[src/rtl/btn_press_classifier.sv]
// btn_press_classifier
// Classifies presses of a debounced, clk-synchronous button level as short,
// long or double presses. Each class is reported as a one-cycle pulse. The
// block also keeps a wrapping count of rising edges on the button level.
// One interval timer is shared by the held-time and gap-time measurements.
`timescale 1ns/1ps

module btn_press_classifier #(
    parameter int unsigned TIMER_W     = 16,
    parameter int unsigned LONG_CYCLES = 1000,
    parameter int unsigned GAP_CYCLES  = 500
) (
    input  logic       clk,
    input  logic       rst,
    input  logic       in,
    output logic       short_pulse,
    output logic       long_pulse,
    output logic       double_pulse,
    output logic [7:0] press_cnt,
    output logic       busy
);

    typedef enum logic [2:0] {
        ST_IDLE  = 3'd0,
        ST_HELD  = 3'd1,
        ST_LONG  = 3'd2,
        ST_GAP   = 3'd3,
        ST_HELD2 = 3'd4
    } state_t;

    // The thresholds are compared against the value the timer holds at the
    // deciding edge. The timer starts at 0 on the edge that enters the
    // state, so the limit is one less than the cycle count.
    localparam logic [TIMER_W-1:0] LONG_LIM = TIMER_W'(LONG_CYCLES - 1);
    localparam logic [TIMER_W-1:0] GAP_LIM  = TIMER_W'(GAP_CYCLES - 1);
    localparam logic [TIMER_W-1:0] TMR_ZERO = {TIMER_W{1'b0}};
    localparam logic [TIMER_W-1:0] TMR_ONE  = {{(TIMER_W-1){1'b0}}, 1'b1};

    state_t             r_state;
    logic [TIMER_W-1:0] r_timer;
    logic               r_in_q;
    logic [7:0]         r_press_cnt;
    logic               r_short;
    logic               r_long;
    logic               r_double;
    logic               r_busy;

    state_t             w_state_nxt;
    logic [TIMER_W-1:0] w_timer_nxt;
    logic               w_short_nxt;
    logic               w_long_nxt;
    logic               w_double_nxt;
    logic               w_rise;
    logic               w_fall;

    // Edge detection against the previous-cycle level of the button.
    always_comb begin
        w_rise = in & ~r_in_q;
        w_fall = ~in & r_in_q;
    end

    // Next-state, timer and pulse decisions for the press classifier FSM.
    always_comb begin
        w_state_nxt  = r_state;
        w_timer_nxt  = r_timer;
        w_short_nxt  = 1'b0;
        w_long_nxt   = 1'b0;
        w_double_nxt = 1'b0;
        case (r_state)
            ST_IDLE: begin
                if (w_rise) begin
                    w_state_nxt = ST_HELD;
                    w_timer_nxt = TMR_ZERO;
                end else begin
                    w_state_nxt = ST_IDLE;
                    w_timer_nxt = TMR_ZERO;
                end
            end
            ST_HELD: begin
                // A release on the threshold edge is still a short press.
                if (w_fall) begin
                    w_state_nxt = ST_GAP;
                    w_timer_nxt = TMR_ZERO;
                end else if (in && (r_timer == LONG_LIM)) begin
                    w_state_nxt = ST_LONG;
                    w_timer_nxt = TMR_ZERO;
                    w_long_nxt  = 1'b1;
                end else begin
                    w_state_nxt = ST_HELD;
                    w_timer_nxt = r_timer + TMR_ONE;
                end
            end
            ST_LONG: begin
                if (w_fall) begin
                    w_state_nxt = ST_IDLE;
                end else begin
                    w_state_nxt = ST_LONG;
                end
            end
            ST_GAP: begin
                // A second press on the timeout edge still counts as a double.
                if (w_rise) begin
                    w_state_nxt = ST_HELD2;
                    w_timer_nxt = TMR_ZERO;
                end else if (r_timer == GAP_LIM) begin
                    w_state_nxt = ST_IDLE;
                    w_timer_nxt = TMR_ZERO;
                    w_short_nxt = 1'b1;
                end else begin
                    w_state_nxt = ST_GAP;
                    w_timer_nxt = r_timer + TMR_ONE;
                end
            end
            ST_HELD2: begin
                // The length of the second press is not timed.
                if (w_fall) begin
                    w_state_nxt  = ST_IDLE;
                    w_double_nxt = 1'b1;
                end else begin
                    w_state_nxt = ST_HELD2;
                end
            end
            default: begin
                w_state_nxt = ST_IDLE;
                w_timer_nxt = TMR_ZERO;
            end
        endcase
    end

    // State, timer, edge-detect flop and registered outputs.
    always_ff @(posedge clk or negedge rst) begin
        if (!rst) begin
            r_state     <= ST_IDLE;
            r_timer     <= TMR_ZERO;
            r_in_q      <= 1'b0;
            r_press_cnt <= 8'd0;
            r_short     <= 1'b0;
            r_long      <= 1'b0;
            r_double    <= 1'b0;
            r_busy      <= 1'b0;
        end else begin
            r_state     <= w_state_nxt;
            r_timer     <= w_timer_nxt;
            r_in_q      <= in;
            r_press_cnt <= w_rise ? (r_press_cnt + 8'd1) : r_press_cnt;
            r_short     <= w_short_nxt;
            r_long      <= w_long_nxt;
            r_double    <= w_double_nxt;
            r_busy      <= (w_state_nxt != ST_IDLE);
        end
    end

    assign short_pulse  = r_short;
    assign long_pulse   = r_long;
    assign double_pulse = r_double;
    assign press_cnt    = r_press_cnt;
    assign busy         = r_busy;

endmodule

[config.mk]
export PLATFORM = sky130hd
export DESIGN_NAME = btn_press_classifier
export DESIGN_NICKNAME = d
export VERILOG_FILES = /design/src/rtl/btn_press_classifier.sv
export SDC_FILE = /design/constraint.sdc
export NUM_CORES = 1
export LEC_CHECK = 0
export CAP_MARGIN = 0
export CORE_MARGIN = 2
export CORE_UTILIZATION = 60
export DETAILED_ROUTE_END_ITERATION = 10
export PLACE_DENSITY = 0.92
export SYNTH_ARGS = -nofsm -noshare
export SYNTH_HDL_FRONTEND = slang
export SYNTH_SLANG_ARGS = --single-unit
[constraint.sdc]
create_clock -name clk -period 6.35 [get_ports clk]
set_input_delay 0.635 -clock clk [delete_from_list [all_inputs] [get_ports clk]]
set_output_delay 0.635 -clock clk [all_outputs]
set_load 0.005 [all_outputs]
==> impl_metrics.env <==
export IMPL_cp_top_family="simple AND/OR/NAND/NOR gates"
export IMPL_fmax_ghz=0.3966
export IMPL_reg2reg_slack_ns=3.84
export IMPL_yosys_cell_types_count=40
export IMPL_grt_pass1_vias=1281
export IMPL_cts_hold_buf=0
export IMPL_wl_per_cell_um=15.36
export IMPL_rows=18
export IMPL_cts_root_buffer="clkbuf_4"
export IMPL_status="finished clean"
export IMPL_synth_top_area_share_pct=49.19
export IMPL_routed_wl_um=3272
export IMPL_p_leak_nw=0.7704
export IMPL_cp_start_kind="primary input"
export IMPL_viasPerCell=6.160
export IMPL_synth_edf_count=0
export IMPL_syn_inst=164
export IMPL_synth_fp_nets=169
export IMPL_ir_worst_vdd_mv=0.2771
export IMPL_die_height_um=56.09
export IMPL_grt_pass1_wl_um=5561
export IMPL_grt_usage_pct=23.02
export IMPL_drtIter0Drc=70
export IMPL_drtPass1Iterations=5
export IMPL_ys_seq_elements=32
export IMPL_rsz0062_at_grt="false"
export IMPL_syn_cell_area_um2=1628
export IMPL_post_route_min_period_ns=2.521
export IMPL_cts_setup_buffers=0
export IMPL_power_w=0.0006428
export IMPL_area_growth_pct=13.76
export IMPL_end_kind="flop"
export IMPL_cap_violations=0
export IMPL_cts_tree="yes"
export IMPL_cts_path_max_buffers=2
export IMPL_fin_setup_tns_ns=0
export IMPL_final_cell_mix="dfrtp_1 (32), nand2_1 (18), clkdlybuf4s50_1 (14)"
export IMPL_worst_path_max_delay_cell="nor2b_1"
export IMPL_pin_count=15
export IMPL_timing_rr_start="r_timer[0]"
export IMPL_die_width_um=56.09
export IMPL_worst_pin_slew_ns=0.6888
export IMPL_r2r_end="r_timer[8]"
export IMPL_antenna_found_initial=0
export IMPL_slew_headroom_pct=53.99
export IMPL_fp_dieArea_um2=3146
export IMPL_fillers=171
export IMPL_design_area_um2=1852
export IMPL_drt_drc_violations_left=0
export IMPL_clkLatencyLatePin_ns=0.33
export IMPL_routabilityCongestion=0.8782
export IMPL_hpwl_um=2324
export IMPL_critPathLaunch="in"
export IMPL_cts_buffers=5
export IMPL_path_depth=6
export IMPL_initial_core_util_pct=64.53
export IMPL_cts_sinks=32
export IMPL_hold_path_class="reg -> reg"
export IMPL_crit_buf_inv=1
export IMPL_placed_cell_area_um2=1790
export IMPL_path_cells="clkdlybuf4s50_1 > nor2b_1 > nor2_1 > o2bb2ai_2 > a41oi_1 > a31oi_1"
export IMPL_synthArstFlopShare_pct=100.0
export IMPL_htree_levels=2
export IMPL_port_buffers=14
export IMPL_final_common_cell="dfrtp_1"
export IMPL_yosys_area_top_type="dfrtp_1"
export IMPL_drive_gt1_share_pct=9.836
export IMPL_ys_flop_type="dfrtp_1"
export IMPL_cpPeakStageDelay_ns=0.59
export IMPL_ctsResizeCount=0
export IMPL_ant_nets=0
export IMPL_worstPathMaxFanout=18
export IMPL_synthTopCellsByArea="dfrtp_1 (49%), nand2_1 (4.2%), a31oi_1 (3.5%)"
export IMPL_slew_violations=0
export IMPL_path_class="in -> reg"
export IMPL_nNetsFinal=187
export IMPL_crit_end="r_timer[8]"
export IMPL_overflow=0
export IMPL_cp_arrival_ns=2.73
export IMPL_ys_seq_area_share_pct=49.19
export IMPL_synth_avg_cell_area_um2=9.926
export IMPL_core_area_um2=2522
export IMPL_setup_viol=0
export IMPL_crit_required_ns=6.56
export IMPL_clk_pin_slew_ns=0.10
export IMPL_final_setup_skew_ns=0.008676
export IMPL_diodes=0
export IMPL_vias=1312
export IMPL_hold_viol=0
export IMPL_yosys_warnings=0
export IMPL_finalCritPeriodShare_pct=39.71
export IMPL_post_route_util_pct=73.41
export IMPL_grt_max_degree=33
export IMPL_rr_worst_depth=6
export IMPL_power_density_nw_per_um2=347.1
[sequential cells by signal, indices dropped and copies added (netlist names)]
| register | count |
|---|---|
| short_pulse | 1 |
| press_cnt | 8 |
| r_state | 3 |
| r_timer | 16 |
| long_pulse | 1 |
| double_pulse | 1 |
| busy | 1 |
| r_in_q | 1 |
[worst reg2reg max path, stage by stage, from the launching register on]
cell	delay (ns)
dfrtp_1	0.41
ha_1	0.24
or4b_4	0.50
or4_4	0.58
o2bb2ai_2	0.29
a41oi_1	0.31
a31oi_1	0.06
[kinds of logic (layout without fill, tap and decap cells)]
| family | count (synthesis) | count (layout) | share of synthesized area [%] |
|---|---|---|---|
| compound gates | 39 | 39 | 15.83 |
| xor+xnor | 10 | 10 | 5.380 |
| fa+ha+maj | 2 | 2 | 1.537 |
| buf+inv | 9 | 28 | 2.537 |
| flops | 32 | 32 | 49.19 |
| mux | 2 | 2 | 1.307 |
| simple gates | 70 | 70 | 24.21 |
[stage by stage]
| step | hold slack [ns] | setup slack [ns] | instances |
|---|---|---|---|
| finish | 0.4824 | 3.829 | 213 |
| detailed placement | 0.4664 | 3.531 | 205 |
| global placement | 0.4601 | 3.638 | 205 |
| CTS | 0.4836 | 3.863 | 213 |
| global route | 0.5111 | 3.739 | 213 |
| floorplan | 0.3394 | 4.054 | 164 |
[cell usage after synthesis (3+ instances only)]
library cell,instances
nand4_1,4
nor2b_1,4
nor2_1,7
xor2_1,5
nor3_1,4
nor4_1,3
dfrtp_1,32
inv_1,5
clkbuf_1,3
nand3_1,8
nand2_1,18
or3_1,3
xnor2_1,5
a31oi_1,9
o21ai_0,6
nand2b_1,3
o21ai_1,6
a21oi_1,10
and3_1,4
[cell type report]
cell class	instances	area [um2]	area share [%]
inverters	5	18.77	1.014
multi-input cells	123	785.8	42.43
repair buffers	15	147.6	7.973
flip-flops and latches	32	800.8	43.24
well taps	30	37.54	2.027
clock inverters	2	10.01	0.5405
clock buffers	6	51.30	2.770
[layer usage]
metal,vias up,part of all wire (%),GRT usage (%)
met5,-,0,0
met4,0,1.6,11.56
met3,5,7.0,8.140
met2,51,50,35.80
met1,620,42,28.27
li1,636,-,-
[how the worst min path moves through the flow]
stage | start | endpoint | cells past startpoint
floorplan | rst | busy | 0
global placement | press_cnt[7] | press_cnt[7] | 1
detailed placement | press_cnt[7] | press_cnt[7] | 1
CTS | press_cnt[7] | press_cnt[7] | 1
global route | press_cnt[6] | press_cnt[6] | 1
finish | press_cnt[7] | press_cnt[7] | 1
[power by group]
group	switching [W]	internal (W)
Sequential	0.0000497	0.000242
Clock	0.0000679	0.0000526
Combinational	0.000118	0.000113
Total	0.000236	0.000407
Note: power is estimated with default switching activity, not from simulation.
